`src/rtl/axi_lite_master.sv`:
```
`timescale 1ns/1ps
`default_nettype none
// ============================================================================
//  Module   : axi_lite_master
//  Purpose  : Turns single commands into AXI4-Lite read or write
//             transactions. The master waits for each channel handshake,
//             checks every wait against a timeout, and returns one response
//             per command.
//  Revision : 1.0 - initial release
// ----------------------------------------------------------------------------
//  Ports
//    clk, rst_n          : clock (rising edge); asynchronous active-low reset
//    cmd_*               : command request (valid/ready, write, addr, wdata,
//                          wstrb)
//    rsp_*               : transaction result (valid/ready, rdata, resp)
//    aw*, w*, b*         : AXI4-Lite write address, write data and write
//                          response channels
//    ar*, r*             : AXI4-Lite read address and read data channels
//  Parameter
//    TIMEOUT_CYCLES      : number of cycles allowed for each channel wait.
//                          A value of 0 disables the timeout.
// ============================================================================
module axi_lite_master #(
  parameter int unsigned TIMEOUT_CYCLES = 1024
) (
  input  logic        clk,
  input  logic        rst_n,
  // command interface
  input  logic        cmd_valid,
  output logic        cmd_ready,
  input  logic        cmd_write,
  input  logic [31:0] cmd_addr,
  input  logic [31:0] cmd_wdata,
  input  logic [3:0]  cmd_wstrb,
  // response interface
  output logic        rsp_valid,
  input  logic        rsp_ready,
  output logic [31:0] rsp_rdata,
  output logic [1:0]  rsp_resp,
  // write address channel
  output logic [31:0] awaddr,
  output logic [2:0]  awprot,
  output logic        awvalid,
  input  logic        awready,
  // write data channel
  output logic [31:0] wdata,
  output logic [3:0]  wstrb,
  output logic        wvalid,
  input  logic        wready,
  // write response channel
  input  logic [1:0]  bresp,
  input  logic        bvalid,
  output logic        bready,
  // read address channel
  output logic [31:0] araddr,
  output logic [2:0]  arprot,
  output logic        arvalid,
  input  logic        arready,
  // read data channel
  input  logic [31:0] rdata,
  input  logic [1:0]  rresp,
  input  logic        rvalid,
  output logic        rready
);

  localparam logic [2:0] ST_IDLE         = 3'd0;
  localparam logic [2:0] ST_WR_ADDR_DATA = 3'd1;
  localparam logic [2:0] ST_WR_RESP      = 3'd2;
  localparam logic [2:0] ST_RD_ADDR      = 3'd3;
  localparam logic [2:0] ST_RD_DATA      = 3'd4;
  localparam logic [2:0] ST_RESP         = 3'd5;

  localparam logic [1:0] RESP_TIMEOUT = 2'b11;

  logic [2:0]  r_state;
  logic [2:0]  w_state_nxt;
  logic [31:0] r_wait_cnt;
  logic [31:0] w_wait_cnt_nxt;

  logic        w_cmd_ready_nxt;
  logic        w_rsp_valid_nxt;
  logic [31:0] w_rsp_rdata_nxt;
  logic [1:0]  w_rsp_resp_nxt;
  logic [31:0] w_awaddr_nxt;
  logic        w_awvalid_nxt;
  logic [31:0] w_wdata_nxt;
  logic [3:0]  w_wstrb_nxt;
  logic        w_wvalid_nxt;
  logic        w_bready_nxt;
  logic [31:0] w_araddr_nxt;
  logic        w_arvalid_nxt;
  logic        w_rready_nxt;

  logic w_timeout;
  logic w_aw_ok;
  logic w_w_ok;
  logic w_in_wait;

  assign awprot = 3'b000;
  assign arprot = 3'b000;

  // The counter is cleared on entry, so the value TIMEOUT_CYCLES-1 marks the
  // last allowed cycle. The outputs drop at the edge that ends that cycle,
  // which keeps each valid/ready high for exactly TIMEOUT_CYCLES cycles.
  assign w_timeout = (TIMEOUT_CYCLES != 32'd0) &&
                     (r_wait_cnt == (TIMEOUT_CYCLES - 32'd1));

  // A channel is finished when its valid has already dropped or when it
  // completes its handshake in this cycle.
  assign w_aw_ok = !awvalid || awready;
  assign w_w_ok  = !wvalid  || wready;

  assign w_in_wait = (r_state == ST_WR_ADDR_DATA) || (r_state == ST_WR_RESP) ||
                     (r_state == ST_RD_ADDR)      || (r_state == ST_RD_DATA);

  // State and output registers
  always_ff @(posedge clk or negedge rst_n) begin
    if (!rst_n) begin
      r_state    <= ST_IDLE;
      r_wait_cnt <= '0;
      cmd_ready  <= 1'b1;
      rsp_valid  <= 1'b0;
      rsp_rdata  <= '0;
      rsp_resp   <= '0;
      awaddr     <= '0;
      awvalid    <= 1'b0;
      wdata      <= '0;
      wstrb      <= '0;
      wvalid     <= 1'b0;
      bready     <= 1'b0;
      araddr     <= '0;
      arvalid    <= 1'b0;
      rready     <= 1'b0;
    end else begin
      r_state    <= w_state_nxt;
      r_wait_cnt <= w_wait_cnt_nxt;
      cmd_ready  <= w_cmd_ready_nxt;
      rsp_valid  <= w_rsp_valid_nxt;
      rsp_rdata  <= w_rsp_rdata_nxt;
      rsp_resp   <= w_rsp_resp_nxt;
      awaddr     <= w_awaddr_nxt;
      awvalid    <= w_awvalid_nxt;
      wdata      <= w_wdata_nxt;
      wstrb      <= w_wstrb_nxt;
      wvalid     <= w_wvalid_nxt;
      bready     <= w_bready_nxt;
      araddr     <= w_araddr_nxt;
      arvalid    <= w_arvalid_nxt;
      rready     <= w_rready_nxt;
    end
  end

  // Next-state logic. A handshake is always tested before the timeout.
  always_comb begin
    w_state_nxt = r_state;
    case (r_state)
      ST_IDLE: begin
        if (cmd_valid && cmd_ready) begin
          w_state_nxt = cmd_write ? ST_WR_ADDR_DATA : ST_RD_ADDR;
        end
      end
      ST_WR_ADDR_DATA: begin
        if (w_aw_ok && w_w_ok) begin
          w_state_nxt = ST_WR_RESP;
        end else if (w_timeout) begin
          w_state_nxt = ST_RESP;
        end
      end
      ST_WR_RESP: begin
        if (bvalid || w_timeout) begin
          w_state_nxt = ST_RESP;
        end
      end
      ST_RD_ADDR: begin
        if (arready) begin
          w_state_nxt = ST_RD_DATA;
        end else if (w_timeout) begin
          w_state_nxt = ST_RESP;
        end
      end
      ST_RD_DATA: begin
        if (rvalid || w_timeout) begin
          w_state_nxt = ST_RESP;
        end
      end
      ST_RESP: begin
        if (rsp_ready) begin
          w_state_nxt = ST_IDLE;
        end
      end
      default: w_state_nxt = ST_IDLE;
    endcase
  end

  // Output logic. It computes the next value of every registered output.
  always_comb begin
    w_rsp_rdata_nxt = rsp_rdata;
    w_rsp_resp_nxt  = rsp_resp;
    w_awaddr_nxt    = awaddr;
    w_wdata_nxt     = wdata;
    w_wstrb_nxt     = wstrb;
    w_araddr_nxt    = araddr;

    // These outputs depend only on the state being entered. A timeout goes
    // straight to RESP, so it clears all of them together.
    w_cmd_ready_nxt = (w_state_nxt == ST_IDLE);
    w_rsp_valid_nxt = (w_state_nxt == ST_RESP);
    w_bready_nxt    = (w_state_nxt == ST_WR_RESP);
    w_arvalid_nxt   = (w_state_nxt == ST_RD_ADDR);
    w_rready_nxt    = (w_state_nxt == ST_RD_DATA);

    // AW and W retire on their own handshakes, so each one holds its valid
    // only while it is still pending.
    w_awvalid_nxt = (w_state_nxt == ST_WR_ADDR_DATA) && awvalid && !awready;
    w_wvalid_nxt  = (w_state_nxt == ST_WR_ADDR_DATA) && wvalid  && !wready;

    if (w_state_nxt != r_state) begin
      w_wait_cnt_nxt = '0;
    end else if (w_in_wait) begin
      w_wait_cnt_nxt = r_wait_cnt + 32'd1;
    end else begin
      w_wait_cnt_nxt = r_wait_cnt;
    end

    case (r_state)
      ST_IDLE: begin
        if (cmd_valid && cmd_ready) begin
          if (cmd_write) begin
            w_awaddr_nxt  = cmd_addr;
            w_wdata_nxt   = cmd_wdata;
            w_wstrb_nxt   = cmd_wstrb;
            w_awvalid_nxt = 1'b1;
            w_wvalid_nxt  = 1'b1;
          end else begin
            w_araddr_nxt  = cmd_addr;
          end
        end
      end
      ST_WR_ADDR_DATA: begin
        if (w_state_nxt == ST_RESP) begin
          w_rsp_rdata_nxt = '0;
          w_rsp_resp_nxt  = RESP_TIMEOUT;
        end
      end
      ST_WR_RESP: begin
        if (bvalid) begin
          w_rsp_rdata_nxt = '0;
          w_rsp_resp_nxt  = bresp;
        end else if (w_timeout) begin
          w_rsp_rdata_nxt = '0;
          w_rsp_resp_nxt  = RESP_TIMEOUT;
        end
      end
      ST_RD_ADDR: begin
        if (!arready && w_timeout) begin
          w_rsp_rdata_nxt = '0;
          w_rsp_resp_nxt  = RESP_TIMEOUT;
        end
      end
      ST_RD_DATA: begin
        if (rvalid) begin
          w_rsp_rdata_nxt = rdata;
          w_rsp_resp_nxt  = rresp;
        end else if (w_timeout) begin
          w_rsp_rdata_nxt = '0;
          w_rsp_resp_nxt  = RESP_TIMEOUT;
        end
      end
      default: begin
      end
    endcase
  end

endmodule
`default_nettype wire

```
`config.mk`:
```
export PLATFORM = sky130hd
export DESIGN_NAME = axi_lite_master
export DESIGN_NICKNAME = d
export VERILOG_FILES = /design/src/rtl/axi_lite_master.sv
export SDC_FILE = /design/constraint.sdc
export NUM_CORES = 1
export LEC_CHECK = 0
export CAP_MARGIN = 20
export CORE_AREA = 2 2 168 104
export DETAILED_ROUTE_END_ITERATION = 6
export DIE_AREA = 0 0 170 106
export GPL_TIMING_DRIVEN = 0
export PLACE_DENSITY_LB_ADDON = 0.1
export SLEW_MARGIN = 20
export SYNTH_ARGS = -nofsm -noshare
export SYNTH_HDL_FRONTEND = slang
export SYNTH_SLANG_ARGS = --single-unit
```
`constraint.sdc`:
```
create_clock -name clk -period 2.42 [get_ports clk]
set_input_delay 0.484 -clock clk [delete_from_list [all_inputs] [get_ports clk]]
set_output_delay 0.484 -clock clk [all_outputs]
set_load 0.1 [all_outputs]
```
After elaboration in Yosys (flattened, before gate mapping)
Index checks and enable logic that the tools add are counted.
{"block": "totals", "ff_bits": 176, "latchBits": 0, "mem_bits_rw": 0, "mem_bits_ro": 0, "inputBits": 114, "output_inout_bits": 147, "word_cells": 86, "n_memories": 0}
{"block": "op_classes", "n_addsub": 1, "multipliers": 0, "n_div": 0, "n_lt_le_gt_ge": 0, "n_eq_ne": 14, "shifts": 0, "mux": 29, "bitwise_logic": 1, "n_reduce_logical": 26}
{"op": "32-bit 2-to-1 mux", "n": 7}
{"op": "32-bit case mux with 4 select lines", "n": 1}
{"op": "32-bit by 1-bit adder with 32-bit output (second input constant)", "n": 1}
{"op": "32-bit by 10-bit == test with 1-bit output (second input constant)", "n": 1}
{"op": "3-bit 2-to-1 mux", "n": 7}
{"op": "3-bit case mux with 6 select lines", "n": 1}
{"op": "3-bit by 2-bit == test with 1-bit output (second input constant)", "n": 4}
{"op": "3-bit == test (second input constant)", "n": 4}
{"op": "2-bit 2-to-1 mux", "n": 6}
{"op": "3-bit AND reduction", "n": 3}
{"op": "2-bit case mux with 4 select lines", "n": 1}
{"op": "1-bit logical AND", "n": 7}
{"op": "1-bit logical OR", "n": 7}
{"op": "3-bit by 1-bit == test with 1-bit output (second input constant)", "n": 2}
{"op": "3-bit logical NOT", "n": 2}
{"op": "1-bit 2-to-1 mux", "n": 6}
{"op": "1-bit logical NOT", "n": 5}
{"op": "4-bit nonzero test", "n": 1}
{"op": "3-bit inequality test", "n": 1}
{"op": "2-bit by 1-bit inequality test with 1-bit output (second input constant)", "n": 1}
{"op": "2-bit inequality test (second input constant)", "n": 1}
{"op": "2-bit nonzero test", "n": 1}
{"op": "1-bit NOT", "n": 1}

Depth between registers and ports, before layout
Gate-level depths: netlist of the first run.
{"block": "logic_depth", "word_depth": 11, "mapped_depth": 9, "ltp_nobuf": 7}

Least setup slack after synthesis of the first run
No wires, ideal clock.
{"block": "synth_path", "path_type": "register to register", "start": "register wvalid", "end": "register r_wait_cnt[0]", "setup_ns": 0.132, "arrival_ns": 2.366, "t_required_ns": 2.288, "setup_slack_ns": -0.078, "stages_incl_launch_ff": 7, "n_path_buf": 1, "synth_period_minus_slack_ns": 2.498, "path_cell_list": "dfrtp_1 > nor2b_1 > o21a_1 > o31a_1 > o311ai_1 > clkbuf_1 > nor2_1"}
{"block": "synth_between", "elab_chain_cells": 7, "word_cells_on_any_way": 8, "cone_classes": "eq/ne (1); mux (3); reduce/logical (4)"}
{"item": "start, declared", "line": "48", "source": "output logic wvalid,"}
{"item": "start signal, assigned", "line": "145", "source": "wvalid <= w_wvalid_nxt;"}
{"item": "1-bit logical NOT *", "line": "111", "source": "assign w_w_ok = !wvalid || wready;"}
{"item": "1-bit logical OR *", "line": "111"}
{"item": "1-bit logical AND *", "line": "163", "source": "if (w_aw_ok && w_w_ok) begin"}
{"item": "3-bit 2-to-1 mux *", "line": "163"}
{"item": "3-bit case mux with 6 select lines *", "line": "156", "source": "case (r_state)"}
{"item": "3-bit inequality test *", "line": "217", "source": "if (w_state_nxt != r_state) begin"}
{"item": "32-bit 2-to-1 mux or 2-bit nonzero test (tied branches)"}
{"item": "end signal, assigned", "line": "136", "source": "r_wait_cnt <= w_wait_cnt_nxt;"}
{"item": "end, declared", "line": "77", "source": "logic [31:0] r_wait_cnt;"}
Mark *: on every way between the ends. The rest lies on a longest branch, timed or not.
A chain may end at the register's enable or synchronous reset.

Worst setup path in the final report of the first run
{"block": "layout_path", "start": "register arvalid", "end": "output port arvalid"}
{"item": "start, declared", "line": "57", "source": "output logic arvalid,"}
{"item": "start signal, assigned", "line": "148", "source": "arvalid <= w_arvalid_nxt;"}
No word-level cell between the ends.

==> results of run 1 <==
==> repair_timing <==
| action | 4_1_cts | 5_1_grt |
|---|---|---|
| cloned | 0 | 1 |
| resized for setup | 63 | 97 |
| pin swaps | 2 | 9 |
| setup buffers | 3 | 13 |
| endpoints found under the setup margin | 147 | 134 |
==> cell type report <==
cell class / instances / area [sq um] / share of cell area [%]
clock buffer: 19 / 443 / 3.98
buffer: 32 / 186 / 1.68
timing repair buffer: 272 / 2820 / 25.3
tap: 214 / 268 / 2.41
clock inverter: 12 / 133 / 1.19
inverter: 13 / 48.8 / 0.439
sequential: 176 / 4420 / 39.7
multi-input combinational: 350 / 2800 / 25.2
==> per-layer routing <==
metal  up-vias  share of wire, %  GRT usage [%]
li1       2577                 -              -
met1      2763                43           28.1
met2       203                48           35.4
met3        18               7.5           7.15
met4         0              0.83           4.21
met5         -                 0              0
==> layout by cell type (no fill, tap or decap), types with 3 or more instances in the layout <==
cell             instances
clkinv_2                 3
buf_4                   24
buf_2                    7
inv_6                    4
a22o_1                  32
nand2_1                 15
xor2_1                  12
clkinvlp_4               3
nor3_1                  13
nor4_4                   3
nand4_1                 13
conb_1                   6
a21oi_1                  9
o21ai_0                  3
dfrtp_1                167
nor2b_1                  7
nor2_1                  57
nand3_1                 11
dlymetal6s2s_1          74
clkbuf_1                14
xnor2_1                 19
dfrtp_2                  8
o21ai_1                  4
and3_1                   3
nand2b_1                 6
inv_1                   13
clkdlybuf4s50_1        123
mux2_2                 100
nor4_1                   3
buf_6                    4
clkbuf_16               17
dlygate4sd2_1           56
==> cells by family (layout without fill, tap and decap cells) <==
logic type                 count (synthesis)  after routing
xor gates and xnor gates                  31             31
muxes                                    101            101
buffers and inverters                     46            348
and+or+nand+nor                          144            144
DFF                                      176            176
other                                      1              6
AOI/OAI and AO/OA                         67             67
adders and majority gates                  1              1
==> registers in the layout (all words and copies together) (netlist names), 2 cells and up <==
name	flops
wdata	32
araddr	32
rsp_rdata	32
r_wait_cnt	32
wstrb	4
rsp_resp	2
r_state	3
awaddr	32
==> stage by stage <==
step	setup slack [ps]	area [sq um]	hold WS, ps
floorplan	126	7370	188
global placement	-6690	10200	483
global route	-31.3	11100	52.6
detailed placement	-554	10200	481
finish	30.5	11100	17.9
CTS	0.521	10800	44.9
==> final timing paths <==
kind | from | endpoint | slack (ps) | cells after the start
max in group asynchronous | rst_n | awaddr[16]$_DFFE_PN0P_ | 1460 | 2
max reg2reg | r_wait_cnt[21]$_DFFE_PN0P_ | rsp_rdata[10]$_DFFE_PN0P_ | 40 | 8
min reg2reg | rsp_rdata[13]$_DFFE_PN0P_ | rsp_rdata[13]$_DFFE_PN0P_ | 490 | 1
min | rst_n | r_wait_cnt[27]$_DFFE_PN0P_ | 20 | 1
max | arvalid$_DFF_PN0_ | arvalid | 30 | 1
min in group clk | rsp_rdata[13]$_DFFE_PN0P_ | rsp_rdata[13]$_DFFE_PN0P_ | 490 | 1
==> results.json, run 1 <==
{
  "path_class": "reg -> out",
  "crit_fanout": 1,
  "rows": 37,
  "n_antenna_cell": 0,
  "cts_tree": "yes",
  "fmax_mhz": 418,
  "yosysWarnings": 0,
  "first_iter_violations": 383,
  "nets": 977,
  "synth_xor_area_share_pct": 3.70,
  "grt_max_degree": 107,
  "cp_num_buf_inv": 1,
  "gp_congestion": 0.830,
  "synth-compound-area-share_pct": 7.44,
  "synth_area_leader_cell": "dfrtp_1",
  "startpoint_type": "flop",
  "area_growth_pct": 51.3,
  "nFillCells": 1236,
  "ys_async_sr_fraction_pct": 100,
  "yosysTopAreaCellShare_pct": 59.6,
  "syn_area_per_cell_sq_um": 13.0,
  "dp_hpwl_um": 13900,
  "synth_common_cells": "dfrtp_1 (175), mux2_2 (100), nor2_1 (57)",
  "period_share_pct": 98.7,
  "synth_area_sq_mm": 0.00735,
  "drc": 0,
  "path_clk_slew_ps": 60,
  "fin_crit_ps": 2390,
  "synth_edf_count": 0,
  "status": "finished, final reports clean",
  "crit_chain": "clkdlybuf4s50_1",
  "crit_path_end_kind": "output pin",
  "worst_pin_slew_ps": 1030,
  "setup-tns-final_ps": 0,
  "yosys.area_share.simple_pct": 10.0,
  "path_delay_family": "buffers and inverters",
  "synth_top_flop_cell": "dfrtp_1",
  "drv_slew": 0,
  "drt-wirelength-per-cell_um": 17.9,
  "cp_slowest_cell": "clkdlybuf4s50_1",
  "ys_top_cells_by_area": "dfrtp_1 (60%), mux2_2 (15%), a22o_1 (3.8%)",
  "io_pins": 261,
  "portBuffers": 254,
  "synth_top_family_by_area": "multiplexers",
  "post-synth-top-count-cell": "dfrtp_1",
  "synth_seq_cells": 176,
  "dr.pass1.iters": 5,
  "critical-path-max-stage-delay_ps": 1170,
  "cp.required_ps": 1940,
  "clockRootBuffer": "clkbuf_16",
  "die_h_um": 106,
  "drive_gt1_share_pct": 22.2,
  "finalHoldViolCount": 0,
  "max-cap-violations": 0,
  "cts-buffers-inserted": 17,
  "grt_pass1_vias": 5706,
  "synthAdderAreaFrac_pct": 0.170,
  "antenna_found_initial": 0,
  "grt_pass1_wl_um": 30200,
  "routed_wl_um": 19500,
  "skew_ps": 11.2,
  "ant_nets": 0,
  "vias": 5561,
  "final_util_pct": 66.7,
  "core_sq_mm": 0.0167,
  "via_per_inst": 5.11,
  "clockBufferDepth": 2,
  "dieArea_sq_mm": 0.0180,
  "initial_core_util_pct": 44.1,
  "clk_latency_ps": 420,
  "critical_path_arrival_ps": 1910,
  "syn_inst": 567,
  "synth_cell_types": 48,
  "hold_path.class": "in -> async",
  "maxSlewHeadroom_pct": 31.0,
  "synth_mux_area_share_pct": 15.5,
  "seq_area_frac_synth_pct": 60.0,
  "setup_viol": 0,
  "gr-usage-all-layers_pct": 21.5,
  "die_w_um": 170,
  "cts_hold_buffers": 0,
  "placed_cells": 1041,
  "cts_max_level": 4,
  "stdcell_count": 1088,
  "globalRouteOverflowTotal": 0,
  "cts.sinks": 176
}
Power of run 1 is not shown: default switching activity piles up to over one toggle a cycle in this logic, so the estimate is an artifact.
==> inputs of run 2 (changes only) <==
--- a/config.mk
+++ b/config.mk
@@ -11,7 +11,6 @@
 export DIE_AREA = 0 0 170 106
 export GPL_TIMING_DRIVEN = 0
 export PLACE_DENSITY_LB_ADDON = 0.1
-export SLEW_MARGIN = 20
 export SYNTH_ARGS = -nofsm -noshare
 export SYNTH_HDL_FRONTEND = slang
 export SYNTH_SLANG_ARGS = --single-unit
==> constraint.sdc (replaced) <==
create_clock -name clk -period 2.4 [get_ports clk]
set_input_delay 0.48 -clock clk [delete_from_list [all_inputs] [get_ports clk]]
set_output_delay 0.48 -clock clk [all_outputs]
set_load 0.1 [all_outputs]
==> results.json, run 2 (synthesis gave the netlist of run 1 again) <==
{
  "worst_pin_slew_ps": 1040,
  "dieArea_sq_mm": 0.0180,
  "gp_congestion": 0.830,
  "drc": 0,
  "nets": 990,
  "status": "finished with violations",
  "path_class": "reg -> reg",
  "skew_ps": 8.64,
  "startpoint_type": "flop",
  "ant_nets": 0,
  "globalRouteOverflowTotal": 0,
  "period_share_pct": 97.8,
  "cp_slowest_cell": "dfrtp_1",
  "area_growth_pct": 50.9,
  "io_pins": 261,
  "timing.rr.end": "rsp_rdata[26]$_DFFE_PN0P_",
  "finalHoldViolCount": 1,
  "drive_gt1_share_pct": 23.7,
  "core_sq_mm": 0.0167,
  "final_common_cell": "dfrtp_1",
  "first_iter_violations": 423,
  "n_antenna_cell": 0,
  "drv_slew": 0,
  "grt_pass1_wl_um": 30600,
  "die_h_um": 106,
  "setup.worst_path.end": "rsp_rdata[26]$_DFFE_PN0P_",
  "setup_ws_ps": 51.7,
  "critical-path-max-stage-delay_ps": 370,
  "dp_slack_ps": -585,
  "grt_max_degree": 113,
  "ff2ff_path_depth": 9,
  "max-cap-violations": 0,
  "cts_hold_buffers": 0,
  "clockBufferDepth": 2,
  "cp.depth": 9,
  "antenna_found_initial": 0,
  "cts-buffers-inserted": 17,
  "path_clk_slew_ps": 60,
  "initial_core_util_pct": 44.1,
  "vias": 5637,
  "cp_num_buf_inv": 2,
  "rsz0062_at_grt": "true",
  "maxSlewHeadroom_pct": 30.8,
  "fin_crit_ps": 2350,
  "layout_common_cells": "dfrtp_1 (168), clkdlybuf4s50_1 (112), dlygate4sd2_1 (112)",
  "violations": "hold timing",
  "fmax_mhz": 426,
  "setup_viol": 0,
  "via_per_inst": 5.12,
  "worst-r2r-setup-slack_ps": 50,
  "crit_chain": "ha_2 -> and4_4 -> nand4_2 -> or2_1 -> buf_6 -> a311oi_4 -> o211ai_4 -> buf_4 -> a22o_1",
  "die_w_um": 170,
  "critical_path_arrival_ps": 2650,
  "clk_latency_ps": 420,
  "clockRootBuffer": "clkbuf_16",
  "path_delay_family": "compound AO/OA/AOI/OAI gates",
  "cts_tree": "yes",
  "nFillCells": 1259,
  "drt-wirelength-per-cell_um": 18.1,
  "cp.required_ps": 2700,
  "rows": 37,
  "dp_hpwl_um": 14000,
  "startpoint": "r_wait_cnt[0]$_DFFE_PN0P_",
  "dr.pass1.iters": 4,
  "grt_pass1_vias": 5740,
  "crit_fanout": 8,
  "portBuffers": 254,
  "r2r-start": "r_wait_cnt[0]$_DFFE_PN0P_",
  "gr-usage-all-layers_pct": 21.8,
  "crit_path_end_kind": "flop",
  "whs_ps": -0.986,
  "cts_max_level": 4,
  "routed_wl_um": 19900,
  "hold_path.class": "in -> async",
  "cts.sinks": 176
}
-- run 2: changes by cell type in the layout (fill, tap and decap cells not counted), moves of 2 or more --
cell,delta
clkdlybuf4s50_1,-11
dlygate4sd2_1,+56
buf_6,+3
dlymetal6s2s_1,-45
buf_4,+10
clkbuf_1,-2
-- run 2: cell type report --
type	instances	area [sq um]	area share, %
multi-input combinational	350	2820	25.5
timing repair buffer	285	2740	24.8
tap	214	268	2.42
clock buffer	18	439	3.96
sequential	176	4410	39.8
buffer	32	189	1.70
clock inverter	12	159	1.43
inverter	13	48.8	0.440
-- run 2: worst min path at each step --
stage	startpoint	endpoint	slack, ps	depth (start not counted)
2_1_floorplan	rst_n	araddr[0]$_DFFE_PN0P_	180	0
3_3_place_gp	rsp_rdata[22]$_DFFE_PN0P_	rsp_rdata[22]$_DFFE_PN0P_	480	1
3_5_place_dp	rst_n	r_wait_cnt[23]$_DFFE_PN0P_	460	1
4_1_cts	rst_n	r_wait_cnt[23]$_DFFE_PN0P_	20	1
5_1_grt	rst_n	r_wait_cnt[26]$_DFFE_PN0P_	30	1
6_report	rst_n	r_wait_cnt[23]$_DFFE_PN0P_	-1	1
-- run 2: stage by stage --
stage                     TNS (ps)  utilization, %  instances  instance area, sq um  hold WS (ps)
after CTS                    -27.0            64.6       1078                 10800          16.0
after floorplan                  0               -        572                  7370           184
final                            0            66.5       1100                 11100        -0.986
after global routing          -806            66.5       1100                 11100          26.6
after global placement    -1092060            61.1       1040                 10200           483
after detailed placement    -32780            61.3       1041                 10200           463
-- run 2: per-layer routing --
layer	global-route usage, %	wire [um]	vias to the layer above
met3	6.92	1550	27
met5	0	0	-
met1	28.1	8540	2806
met4	5.68	265	0
li1	-	-	2604
met2	35.7	9510	200
-- run 2: repair_timing --
item,4_1_cts,5_1_grt
cloned,0,3
resized for setup,120,61
setup endpoints to repair,202,89
setup buffers,7,20
pin swaps,4,8
Power of run 2 is left out for the same reason.
==> inputs of run 3 (changes only) <==
--- a/config.mk
+++ b/config.mk
@@ -6,9 +6,10 @@
 export NUM_CORES = 1
 export LEC_CHECK = 0
 export CAP_MARGIN = 20
-export CORE_AREA = 2 2 168 104
+export CORE_AREA = 2 2 146 91
 export DETAILED_ROUTE_END_ITERATION = 6
-export DIE_AREA = 0 0 170 106
+export DIE_AREA = 0 0 148 93
+export DONT_BUFFER_PORTS = 1
 export GPL_TIMING_DRIVEN = 0
 export PLACE_DENSITY_LB_ADDON = 0.1
 export SYNTH_ARGS = -nofsm -noshare
==> results.json, run 3 (synthesis gave the netlist of run 1 again) <==
{
  "layout_common_cells": "dfrtp_1 (165), mux2_2 (100), nor2_1 (57)",
  "io_pins": 261,
  "ant_nets": 0,
  "grt_pass1_vias": 4817,
  "nFillCells": 850,
  "critical-path-max-stage-delay_ps": 420,
  "vias": 4706,
  "crit_chain": "nor4b_4 -> nand4_1 -> or2_1 -> buf_6 -> a311oi_4 -> o211ai_4 -> buf_6 -> a22o_1",
  "nets": 730,
  "cts_max_level": 4,
  "maxSlewHeadroom_pct": 34.3,
  "drive_gt1_share_pct": 33.5,
  "violations": "hold timing, setup timing",
  "cts_tree": "yes",
  "cts.sinks": 176,
  "startpoint": "r_wait_cnt[11]$_DFFE_PN0P_",
  "rows": 32,
  "max-cap-violations": 0,
  "timing.rr.end": "rsp_rdata[2]$_DFFE_PN0P_",
  "drt-wirelength-per-cell_um": 21.2,
  "setup-tns-final_ps": -245,
  "setup.worst_path.end": "rsp_rdata[2]$_DFFE_PN0P_",
  "cpMostUsedCell": "buf_6",
  "cts-buffers-inserted": 17,
  "fmax_mhz": 412,
  "drv_slew": 0,
  "dieArea_sq_mm": 0.0138,
  "startpoint_type": "flop",
  "grt_use_met2_pct": 39.5,
  "rsz0062_at_grt": "true",
  "clockBufferDepth": 2,
  "worst-r2r-setup-slack_ps": -30,
  "placed_cells": 742,
  "dp_hpwl_um": 11700,
  "cp_slowest_cell": "dfrtp_2",
  "drc": 0,
  "grt_max_degree": 177,
  "cp_num_buf_inv": 2,
  "crit_fanout": 7,
  "top_usage_layer": "met2",
  "dp_slack_ps": -395,
  "regArea_sq_mm": 0.00443,
  "initial_core_util_pct": 58.8,
  "met3_usage_pct": 7.37,
  "multi_input_area_sq_mm": 0.00290,
  "first_iter_violations": 309,
  "gp_congestion": 0.848,
  "n_antenna_cell": 0,
  "skew_ps": 11.7,
  "r2r-start": "r_wait_cnt[11]$_DFFE_PN0P_",
  "cp.required_ps": 2700,
  "globalRouteOverflowTotal": 0,
  "stdcell_count": 797,
  "period_share_pct": 101,
  "setup_viol": 25,
  "use_met1_pct": 31.6,
  "via_per_inst": 5.90,
  "die_h_um": 93,
  "setup_ws_ps": -27.3,
  "stdcell_area_sq_mm": 0.00859,
  "path_clk_slew_ps": 70,
  "portBuffers": 0,
  "placed_area_sq_mm": 0.00758,
  "path_class": "reg -> reg",
  "ff2ff_path_depth": 8,
  "finalHoldViolCount": 175,
  "clockRootBuffer": "clkbuf_16",
  "hold_path.class": "in -> async",
  "grt_pass1_wl_um": 25800,
  "final_common_cell": "dfrtp_1",
  "dr.pass1.iters": 5,
  "critical_path_arrival_ps": 2730,
  "area_growth_pct": 16.9,
  "antenna_found_initial": 0,
  "path_delay_family": "simple AND/OR/NAND/NOR gates",
  "cp.depth": 8,
  "fin_crit_ps": 2430,
  "whs_ps": -251,
  "crit_path_end_kind": "flop",
  "routed_wl_um": 16900,
  "core_sq_mm": 0.0125,
  "die_w_um": 148,
  "status": "finished with violations",
  "clk_latency_ps": 420,
  "gr-usage-all-layers_pct": 24.1,
  "worst_pin_slew_ps": 985
}
[run 3: cell count changes in the layout (fill, tap and decap cells not counted), moves of 3 or more]
cell	before	now
clkdlybuf4s50_1	112	0
dlymetal6s2s_1	29	0
dlygate4sd2_1	112	0
dfrtp_1	168	165
[run 3: stage by stage]
stage	hold WS [ps]	util, %
finish	-251	68.8
global route	-267	68.8
CTS	-261	66.5
detailed placement	189	60.7
global placement	190	60.7
floorplan	184	-
[run 3: what timing repair did]
item,CTS,global route
hold endpoints to repair,176,176
pin swaps,4,14
resized for setup,21,36
cloned,0,2
setup endpoints to repair,161,63
setup buffers,4,20
[run 3: final cells by class]
type | count | share of cell area, %
clock inverter | 13 | 2.02
sequential | 176 | 51.5
inverter | 13 | 0.568
multi-input combinational | 350 | 33.8
timing repair buffer | 26 | 2.36
tap | 170 | 2.48
buffer | 31 | 2.27
clock buffer | 18 | 4.99
[run 3: how the worst min path moves through the flow]
stage / end / depth (start not counted)
2_1_floorplan: araddr[0]$_DFFE_PN0P_ / 0
3_3_place_gp: wdata[0]$_DFFE_PN0P_ / 0
3_5_place_dp: wdata[0]$_DFFE_PN0P_ / 0
4_1_cts: wdata[0]$_DFFE_PN0P_ / 0
5_1_grt: wdata[0]$_DFFE_PN0P_ / 0
6_report: wdata[0]$_DFFE_PN0P_ / 0
[run 3: metal layers]
metal / wire length, um / part of all wire, % / vias up
li1: - / - / 2080
met1: 7000 / 41 / 2395
met2: 8270 / 49 / 204
met3: 1360 / 8.0 / 27
met4: 264 / 1.6 / 0
met5: 0 / 0 / -
Power of run 3 is left out for the same reason.
